==> config.mk <==
export PLATFORM = sky130hd
export DESIGN_NAME = video_timing_gen
export DESIGN_NICKNAME = d
export VERILOG_FILES = /design/src/rtl/video_timing_pkg.sv /design/src/rtl/video_timing_gen_axis.sv /design/src/rtl/video_timing_gen.sv
export SDC_FILE = /design/constraint.sdc
export NUM_CORES = 1
export LEC_CHECK = 0
export BUFFER_PORTS_ARGS = -buffer_cell sky130_fd_sc_hd__buf_2
export CORE_MARGIN = 3
export CORE_UTILIZATION = 35
export DETAILED_ROUTE_END_ITERATION = 10
export PLACE_DENSITY = 0.47
export SKIP_CTS_REPAIR_TIMING = 1
export SLEW_MARGIN = 40
export SYNTH_ARGS = -nofsm -noshare
export SYNTH_HDL_FRONTEND = slang
export SYNTH_HIERARCHICAL = 1
export SYNTH_SLANG_ARGS = --single-unit
==> constraint.sdc <==
create_clock -name CLK -period 7.45 [get_ports CLK]
set_input_delay 1.49 -clock CLK [delete_from_list [all_inputs] [get_ports CLK]]
set_output_delay 1.49 -clock CLK [all_outputs]
set_load 0.03 [all_outputs]
==> src/rtl/video_timing_pkg.sv <==
// Shared definitions for the video timing generator.
//   axis_state_t : phase of one timing axis (active, front porch, sync, back porch)
//   CFG_*        : cfg_addr register map
//   CTRL_*       : bit positions inside the ctrl register
package video_timing_pkg;

  typedef enum logic [1:0] {
    AX_ACT   = 2'd0,
    AX_FRONT = 2'd1,
    AX_SYNC  = 2'd2,
    AX_BACK  = 2'd3
  } axis_state_t;

  localparam logic [3:0] CFG_H_ACTIVE = 4'd0;
  localparam logic [3:0] CFG_H_FP     = 4'd1;
  localparam logic [3:0] CFG_H_SYNC   = 4'd2;
  localparam logic [3:0] CFG_H_BP     = 4'd3;
  localparam logic [3:0] CFG_V_ACTIVE = 4'd4;
  localparam logic [3:0] CFG_V_FP     = 4'd5;
  localparam logic [3:0] CFG_V_SYNC   = 4'd6;
  localparam logic [3:0] CFG_V_BP     = 4'd7;
  localparam logic [3:0] CFG_CTRL     = 4'd8;
  localparam logic [3:0] CFG_IRQ_LINE = 4'd9;

  localparam int unsigned CTRL_HPOL = 0;
  localparam int unsigned CTRL_VPOL = 1;
  localparam int unsigned CTRL_EN   = 2;

endpackage

==> src/rtl/video_timing_gen_axis.sv <==
// timing_axis: one timing axis (horizontal or vertical).
// Sequences ACT -> FRONT -> SYNC -> BACK, each phase lasting its length
// (a length of 0 counts as 1) in units of 'step' cycles.
//   clk, rst_n : clock, asynchronous active-low reset
//   step       : advance one unit
//   hold       : park at the start of ACT (generator disabled)
//   len_*      : phase lengths
//   state, cnt : current phase and position inside it
//   at_end     : last unit of BACK (wrap point of the axis)
module timing_axis
  import video_timing_pkg::*;
#(
  parameter int unsigned BITS = 11
) (
  input  logic            clk,
  input  logic            rst_n,
  input  logic            step,
  input  logic            hold,
  input  logic [BITS-1:0] len_act,
  input  logic [BITS-1:0] len_fp,
  input  logic [BITS-1:0] len_sync,
  input  logic [BITS-1:0] len_bp,
  output axis_state_t     state,
  output logic [BITS-1:0] cnt,
  output logic            at_end
);

  logic [BITS-1:0] len_cur;
  logic [BITS-1:0] lim;
  logic            last;

  always_comb begin
    case (state)
      AX_ACT:   len_cur = len_act;
      AX_FRONT: len_cur = len_fp;
      AX_SYNC:  len_cur = len_sync;
      default:  len_cur = len_bp;
    endcase
    lim = (len_cur == '0) ? '0 : len_cur - BITS'(1);
  end

  assign last   = (cnt >= lim);
  assign at_end = (state == AX_BACK) && last;

  always_ff @(posedge clk or negedge rst_n) begin
    if (!rst_n) begin
      state <= AX_ACT;
      cnt   <= '0;
    end else if (hold) begin
      state <= AX_ACT;
      cnt   <= '0;
    end else if (step) begin
      if (last) begin
        cnt <= '0;
        case (state)
          AX_ACT:   state <= AX_FRONT;
          AX_FRONT: state <= AX_SYNC;
          AX_SYNC:  state <= AX_BACK;
          default:  state <= AX_ACT;
        endcase
      end else begin
        cnt <= cnt + BITS'(1);
      end
    end
  end

endmodule

==> src/rtl/video_timing_gen.sv <==
// video_timing_gen: programmable raster timing generator.
//   CLK, RSTb        : pixel clock, asynchronous active-low reset
//   pix_en           : pixel clock enable
//   cfg_wr/addr/data : shadow register writes, committed at frame wrap
//   hsync, vsync     : polarity-adjusted syncs
//   blank, x, y      : active-area flag and coordinates
//   sof, sol         : start-of-frame / start-of-line pulses
//   line_irq         : raster-compare pulse
//   cfg_pending      : shadow registers differ from the active set
module video_timing_gen
  import video_timing_pkg::*;
#(
  parameter int unsigned BITS_X   = 11,
  parameter int unsigned BITS_Y   = 11,
  parameter int unsigned H_ACTIVE = 640,
  parameter int unsigned H_FP     = 16,
  parameter int unsigned H_SYNC   = 96,
  parameter int unsigned H_BP     = 48,
  parameter int unsigned V_ACTIVE = 480,
  parameter int unsigned V_FP     = 10,
  parameter int unsigned V_SYNC   = 2,
  parameter int unsigned V_BP     = 33
) (
  input  logic              CLK,
  input  logic              RSTb,
  input  logic              pix_en,
  input  logic              cfg_wr,
  input  logic [3:0]        cfg_addr,
  input  logic [15:0]       cfg_data,
  output logic              hsync,
  output logic              vsync,
  output logic              blank,
  output logic [BITS_X-1:0] x,
  output logic [BITS_Y-1:0] y,
  output logic              sof,
  output logic              sol,
  output logic              line_irq,
  output logic              cfg_pending
);

  localparam int unsigned LN_W = BITS_Y + 2;  // holds any total line count
  localparam logic [BITS_X-1:0] H_DEF [4] =
    '{BITS_X'(H_ACTIVE), BITS_X'(H_FP), BITS_X'(H_SYNC), BITS_X'(H_BP)};
  localparam logic [BITS_Y-1:0] V_DEF [4] =
    '{BITS_Y'(V_ACTIVE), BITS_Y'(V_FP), BITS_Y'(V_SYNC), BITS_Y'(V_BP)};

  logic [BITS_X-1:0] h_len [4], h_shd [4], h_nxt [4];
  logic [BITS_Y-1:0] v_len [4], v_shd [4], v_nxt [4];
  logic [BITS_Y-1:0] irq_line, irq_shd, irq_nxt;
  logic [2:0]        ctrl, ctrl_shd, ctrl_nxt;
  logic              cfg_hit, en_kick, frame_wrap, commit, en;
  logic              unused_cfg_data;

  axis_state_t       h_state, v_state;
  logic [BITS_X-1:0] h_cnt;
  logic [BITS_Y-1:0] v_cnt;
  logic              h_end, v_end, line_start;
  logic [LN_W-1:0]   line_num;

  assign unused_cfg_data = ^cfg_data;
  assign en = ctrl[CTRL_EN];

  timing_axis #(.BITS(BITS_X)) u_h (
    .clk(CLK), .rst_n(RSTb), .step(pix_en), .hold(!en),
    .len_act(h_len[0]), .len_fp(h_len[1]), .len_sync(h_len[2]), .len_bp(h_len[3]),
    .state(h_state), .cnt(h_cnt), .at_end(h_end)
  );

  timing_axis #(.BITS(BITS_Y)) u_v (
    .clk(CLK), .rst_n(RSTb), .step(pix_en && h_end), .hold(!en),
    .len_act(v_len[0]), .len_fp(v_len[1]), .len_sync(v_len[2]), .len_bp(v_len[3]),
    .state(v_state), .cnt(v_cnt), .at_end(v_end)
  );

  // Shadow set including this cycle's write, so a write in the commit
  // cycle is carried into the active set.
  always_comb begin
    h_nxt    = h_shd;
    v_nxt    = v_shd;
    irq_nxt  = irq_shd;
    ctrl_nxt = ctrl_shd;
    cfg_hit  = 1'b0;
    if (cfg_wr) begin
      case (cfg_addr)
        CFG_H_ACTIVE, CFG_H_FP, CFG_H_SYNC, CFG_H_BP: begin
          h_nxt[cfg_addr[1:0]] = BITS_X'(cfg_data);
          cfg_hit = 1'b1;
        end
        CFG_V_ACTIVE, CFG_V_FP, CFG_V_SYNC, CFG_V_BP: begin
          v_nxt[cfg_addr[1:0]] = BITS_Y'(cfg_data);
          cfg_hit = 1'b1;
        end
        CFG_CTRL: begin
          ctrl_nxt = cfg_data[2:0];
          cfg_hit  = 1'b1;
        end
        CFG_IRQ_LINE: begin
          irq_nxt = BITS_Y'(cfg_data);
          cfg_hit = 1'b1;
        end
        default: ;
      endcase
    end
  end

  // Re-enabling bypasses the frame-wrap wait: the FSMs are parked at the
  // frame start, so the whole shadow set can be applied at once.
  assign en_kick    = !en && cfg_wr && (cfg_addr == CFG_CTRL) && cfg_data[CTRL_EN];
  assign frame_wrap = pix_en && en && h_end && v_end;
  assign commit     = frame_wrap || en_kick;

  always_ff @(posedge CLK or negedge RSTb) begin
    if (!RSTb) begin
      h_len       <= H_DEF;
      h_shd       <= H_DEF;
      v_len       <= V_DEF;
      v_shd       <= V_DEF;
      irq_line    <= '0;
      irq_shd     <= '0;
      ctrl        <= 3'b111;
      ctrl_shd    <= 3'b111;
      cfg_pending <= 1'b0;
    end else begin
      h_shd    <= h_nxt;
      v_shd    <= v_nxt;
      irq_shd  <= irq_nxt;
      ctrl_shd <= ctrl_nxt;
      if (commit) begin
        h_len       <= h_nxt;
        v_len       <= v_nxt;
        irq_line    <= irq_nxt;
        ctrl        <= ctrl_nxt;
        cfg_pending <= 1'b0;
      end else if (cfg_hit) begin
        cfg_pending <= 1'b1;
      end
    end
  end

  // Line number counted from the first active line through blanking.
  always_ff @(posedge CLK or negedge RSTb) begin
    if (!RSTb) begin
      line_num <= '0;
    end else if (!en) begin
      line_num <= '0;
    end else if (pix_en && h_end) begin
      line_num <= v_end ? '0 : line_num + LN_W'(1);
    end
  end

  assign line_start = (h_state == AX_ACT) && (h_cnt == '0);

  always_ff @(posedge CLK or negedge RSTb) begin
    if (!RSTb) begin
      hsync    <= 1'b1;
      vsync    <= 1'b1;
      blank    <= 1'b1;
      x        <= '0;
      y        <= '0;
      sof      <= 1'b0;
      sol      <= 1'b0;
      line_irq <= 1'b0;
    end else if (!en) begin
      hsync    <= ctrl[CTRL_HPOL];
      vsync    <= ctrl[CTRL_VPOL];
      blank    <= 1'b1;
      x        <= '0;
      y        <= '0;
      sof      <= 1'b0;
      sol      <= 1'b0;
      line_irq <= 1'b0;
    end else if (pix_en) begin
      hsync    <= ctrl[CTRL_HPOL] ^ (h_state == AX_SYNC);
      vsync    <= ctrl[CTRL_VPOL] ^ (v_state == AX_SYNC);
      blank    <= !((h_state == AX_ACT) && (v_state == AX_ACT));
      x        <= (h_state == AX_ACT) ? h_cnt : '0;
      y        <= (v_state == AX_ACT) ? v_cnt : '0;
      sol      <= line_start;
      sof      <= line_start && (v_state == AX_ACT) && (v_cnt == '0);
      line_irq <= line_start && (line_num == LN_W'(irq_line));
    end else begin
      sof      <= 1'b0;
      sol      <= 1'b0;
      line_irq <= 1'b0;
    end
  end

endmodule

After elaboration in Yosys (flattened, before gate mapping)
Cells that the tools add are included.

Logic and storage cells: 152. Register bits after elaboration: 272.

Bitwise operators: 3. Add/sub/neg operators: 5. Multiplexer cells: 55. Reduce and logical (&&, ||, !) cells: 31. Order comparisons: 4. Equal/unequal tests: 20.

Operators with widths (count): $mux 11 (17); $mux 44 (4); $bwmux 44 (2); $pmux 11 s3 (2); $logic_not 11->1 (4); $mux 13 (3); $add 11x1->11 const B (2); $demux 11 s2 (1); $ge 11x11->1 (2); $sub 11x1->11 const B (2); $eq 4x3->1 const B (4); $mux 1 (16); $logic_and 1x1->1 (15); $add 13x1->13 const B (1); $eq 13x11->1 (1); $mux 2 (6); $pmux 2 s3 (2); $reduce_or 10->1 (1); $eq 2x2->1 const B (4); $eq 4x2->1 const B (2); $eq 4x4->1 const B (2); $reduce_or 4->1 (2); $mux 3 (2); $ne 2x1->1 const B (3); 13 further kinds (18).

Depth between registers and ports, before layout
Depth in word-level cells: 10. Gate-level depth with buffers: 26.

By module
The synthesis kept the hierarchy.

By module, submodules not included: video_timing_gen (area an instance 9763.1 µm², cells each 635, instances 1, sequential area each 6207.2 µm²); timing_axis (area an instance 1466.4 µm², cells each 186, instances 2, sequential area each 325.3 µm²).

Least setup slack after synthesis
Ideal clock, no wire load.

Kind: register to register. Start: register u_h.state[0]. End: register h_len[0] (netlist bit). Clock period less this slack: 4.759 ns. Path buffers: 4. Path slack: 2.691 ns. Cell stages (with the launch flop): 26. Arrival time: 4.631 ns. Cells stage by stage: dfrtp_1 -> inv_1 -> ha_1 -> buf_2 -> a222oi_1 -> a21oi_1 -> inv_1 -> ha_1 -> inv_1 -> nor3_2 -> nand2_2 -> or2_1 -> buf_6 -> and2_4 -> ha_1 -> nor2b_1 -> o21ai_0 -> a21oi_1 -> o21ai_0 -> and2_1 -> and2_1 -> nand2_1 -> o22ai_2 -> buf_6 -> buf_6 -> mux2_1.

Word-level cells in the longest chain between the ends: 9. Elaborated cells on any way between the ends: 13.

Ends and longest elaborated chain: start: declaration (RTL line video_timing_gen_axis.sv:23) `output axis_state_t state,`; start signal: assignment (RTL line video_timing_gen_axis.sv:47) `state <= AX_ACT;`; start signal: assignment (RTL line video_timing_gen_axis.sv:50) `state <= AX_ACT;`; start signal: assignment (RTL line video_timing_gen_axis.sv:56) `AX_ACT: state <= AX_FRONT;`; $eq 2x2->1, or another cell as far along (RTL line video_timing_gen_axis.sv:33) `case (state)`; $pmux 11 s3 (RTL line video_timing_gen_axis.sv:33); $sub 11x1->11 / $logic_not 11->1 (equally long branches) (RTL line video_timing_gen_axis.sv:39) `lim = (len_cur == '0) ? '0 : len_cur - BITS'(1);`; $mux 11 (RTL line video_timing_gen_axis.sv:39); $ge 11x11->1 (RTL line video_timing_gen_axis.sv:42) `assign last = (cnt >= lim);`; $logic_and 1x1->1 * (RTL line video_timing_gen_axis.sv:43) `assign at_end = (state == AX_BACK) && last;`; net h_end (RTL line video_timing_gen.sv:57) `logic h_end, v_end, line_start;`; $logic_and 1x1->1 * (2 in a row) (RTL line video_timing_gen.sv:109) `assign frame_wrap = pix_en && en && h_end && v_end;`; $logic_or 1x1->1 * (RTL line video_timing_gen.sv:110) `assign commit = frame_wrap || en_kick;`; end signal: assignment (RTL line video_timing_gen.sv:129) `h_len <= h_nxt;`; end: declaration (RTL line video_timing_gen.sv:47) `logic [BITS_X-1:0] h_len [4], h_shd [4], h_nxt [4];`.

Mark *: on every way through the listed nets, which the timed path passes. The rest lies on a longest branch. A chain may end at the register's enable or synchronous reset.

Worst setup path in the final report
Start: register u_h.state[0]. End: register h_len[37] (netlist bit).

The elaborated chain is that of the path after synthesis.

==> results.cfg <==
[power]
p_comb_frac = 0.226
seq_power_share = 0.414
ratio_of_total_power_to_cell_area_mw_per_mm2 = 294.2
clock_power_share = 0.360
swShare = 0.3016
vdd.ir_drop.worst_uv = 189.3
internal_power_mw = 2.972
leakage_nw = 6.829
power.switching_mw = 1.283
totalPowerFinal_mw = 4.255

[job]
max_cap_viol_count = 0

[place]
dpl.hpwl_microns = 18870
dpl.cell_count = 1480
place_congestion = 0.7639
port_buffers = 47

[critical_path]
crit_path_kind = reg -> reg
critPathCaptureType = flip-flop
crit_path_start_kind = flip-flop
crit_required_ns = 7.89
worstPathMaxFanout = 40
worst_path_arrival_time_ns = 6.75

[synthesis]
synth_edf_count = 0
ys_async_rst_share = 1.000
mappedNetlistArea_sq_mm = 0.01270
netlist-cell-type-count = 62
number_of_synthesis_warnings = 6
synthesized_instance_count = 1007
synth.ff_latch_count = 272
synth_top_cell_by_area = sky130_fd_sc_hd__dfrtp_1
synth.yosys.seq_area_share = 0.5402
dominantRegCellSynth = sky130_fd_sc_hd__dfrtp_1
mappedNetlistNets = 1068
synth_largest_type_area_fraction = 0.4553
ys_top_cells_by_area = sky130_fd_sc_hd__dfrtp_1 46%, sky130_fd_sc_hd__mux2_2 16%, sky130_fd_sc_hd__dfstp_2 8.5%
synth_area_per_cell_sq_um = 12.61

[clocking]
clkSlewWorstSetupHoldPaths_ns = 0.06
cts_inserted_buffers = 30
count_of_h_tree_levels_built_during_cts = 1
clock_insertion_delay_worst_skew_ns = 0.56
cts_tree = done
clock-root-buffer = sky130_fd_sc_hd__clkbuf_16
clock_path_buffers = 3
total_clock_sinks = 272

[layout]
multi_input_comb_area_sq_mm = 0.005459
post_route_cells_drive_above_1_share = 0.3476
synthToLayoutAreaGrowth_pct = 13.93
mostFrequentLayoutCell = sky130_fd_sc_hd__dfrtp_1
final_net_count = 1113
fillers = 3423
final_cell_mix = 231 x sky130_fd_sc_hd__dfrtp_1, 180 x sky130_fd_sc_hd__mux2_2, 73 x sky130_fd_sc_hd__nand2_1
layout.core_utilization = 0.4057
seqCellArea_sq_mm = 0.006858
fin_cells = 1538

[timing]
setup_viol_count_final = 0
setup_repair_after_global_routing_missed_its_margin = no
timing.hold.ws_ns = 0.4888
fmax_mhz = 158.7
post-route-period-util = 0.8460
worst_slew_margin_rel = 0.4677
post-route-min-period_ns = 6.303
timing.final.max_slew_violations = 0
worst_slew_pin_slew_ns = 0.7984
fin_setup_tns_ns = 0
finalHoldViolCount = 0
timing.clock.skew_ns = 0.009774

[route]
drt_drc_violations_left = 0
firstDrtPassIters = 5
route.detailed.vias_per_inst = 5.107
detail_route.wl_per_cell_microns = 19.10
detailroute.via_count = 7854
route.met3.wl_microns = 793
wirelength_met1_microns = 14220
met2_length_microns = 13870
routed.top_layer = met4
drt_iter0_markers = 360
drt_antenna_net_count = 0
postRouteWirelength_microns = 29370

[global_routing]
grt_usage = 0.1534
grt-ovfl-total = 0
grt_max_degree = 145
grt_antenna_before_repair = 1
first_global_vias = 8067
grt_pass1_wl_microns = 47240

[worst_hold_path]
min_path_type = reg -> reg

[floorplanning]
design.die.area_sq_mm = 0.03859
dieHeight_microns = 196.5
die-width_microns = 196.5
initial_util = 0.3561
top_level_ports = 53
fp-row-count = 69
placeableCoreArea_sq_mm = 0.03566

[status]
status = finished clean
cells in the mapped netlist, types with 16 or more instances:
cell type	n
sky130_fd_sc_hd__clkbuf_1	16
sky130_fd_sc_hd__mux2_2	180
sky130_fd_sc_hd__a22o_1	23
sky130_fd_sc_hd__nor2_1	38
sky130_fd_sc_hd__mux2_4	19
sky130_fd_sc_hd__o21ai_0	34
sky130_fd_sc_hd__ha_1	37
sky130_fd_sc_hd__dfstp_2	41
sky130_fd_sc_hd__dfrtp_1	231
sky130_fd_sc_hd__xnor2_1	17
sky130_fd_sc_hd__xor2_1	25
sky130_fd_sc_hd__nand2_1	73
sky130_fd_sc_hd__a21oi_1	37
sky130_fd_sc_hd__inv_1	25
state kept, by name, summed over array words and instances, names as in the netlist, 3 cells and up:
name,flops
irq_shd,11
x,11
u_v/cnt,11
line_num,13
h_shd,44
ctrl,3
y,11
ctrl_shd,3
v_shd,44
irq_line,11
v_len,44
u_h/cnt,11
h_len,44
cells by family after synthesis:
| logic type | synth area share |
|---|---|
| AND/OR/NAND/NOR | 0.08673 |
| AO/OA/AOI/OAI | 0.08742 |
| multiplexers | 0.1887 |
| buffers and inverters | 0.03154 |
| XOR/XNOR | 0.02897 |
| flip-flops | 0.5402 |
| adder cells (fa/ha/maj) | 0.03646 |
power groups by stage:
stage	Combinational [mW]	Clock [mW]	Sequential, mW
final	0.961	1.53	1.76
after global routing	1.10	1.66	1.79
after CTS	0.977	1.59	1.76
after detailed placement	0.973	0	1.79
after global placement	0.960	0	1.78
after floorplan	0.701	0	1.79
layer usage:
layer	global-route usage	vias up
met4	0.02667	0
met5	0	-
met3	0.02308	32
met1	0.2194	3998
li1	-	3730
met2	0.2522	94
through the flow:
stage / instance area, sq um / setup slack (ns)
2_1_floorplan: 12700 / 2.691
3_3_place_gp: 13360 / 1.172
3_5_place_dp: 13400 / 1.152
4_1_cts: 14440 / 1.119
5_1_grt: 14460 / 0.7451
6_report: 14470 / 1.147
critical path: stages (launching register included):
cell,delay [ns]
sky130_fd_sc_hd__dfrtp_1,0.51
sky130_fd_sc_hd__inv_1,0.11
sky130_fd_sc_hd__ha_1,0.44
sky130_fd_sc_hd__a222oi_1,0.52
sky130_fd_sc_hd__a21oi_1,0.24
sky130_fd_sc_hd__inv_1,0.12
sky130_fd_sc_hd__ha_1,0.14
sky130_fd_sc_hd__inv_1,0.08
sky130_fd_sc_hd__nor3_2,0.28
sky130_fd_sc_hd__nand2_2,0.11
sky130_fd_sc_hd__or2_1,0.33
sky130_fd_sc_hd__and2_4,0.18
sky130_fd_sc_hd__ha_1,0.26
sky130_fd_sc_hd__nor2b_1,0.04
sky130_fd_sc_hd__o21ai_0,0.15
sky130_fd_sc_hd__a21oi_1,0.11
sky130_fd_sc_hd__o21ai_0,0.44
sky130_fd_sc_hd__and2_1,0.27
sky130_fd_sc_hd__and2_1,0.38
sky130_fd_sc_hd__nand2_1,0.19
sky130_fd_sc_hd__o22ai_4,0.56
sky130_fd_sc_hd__buf_12,0.32
sky130_fd_sc_hd__mux2_2,0.37
area by class of cell:
class,instances,area share
flip-flops and latches,272,0.4741
multi-input cells,661,0.3774
clock buffers,39,0.05986
well taps,461,0.03988
repair buffers,59,0.02941
clock inverters,17,0.01194
inverters,28,0.007266
diodes,1,0.0001730
worst paths after layout:
kind	startpoint	end	slack (ns)	depth (start not counted)
worst min-delay path	h_shd[23]	h_shd[23]	0.49	1
worst min register to register	h_shd[23]	h_shd[23]	0.49	1
max in group asynchronous	RSTb	h_len[5]	5.02	4
min in group asynchronous	RSTb	v_shd[27]	0.86	1
worst max-delay path	u_h/state[0]	h_len[37]	1.15	22
worst max register to register	u_h/state[0]	h_len[37]	1.15	22
Power figures use the tool's default switching activity.
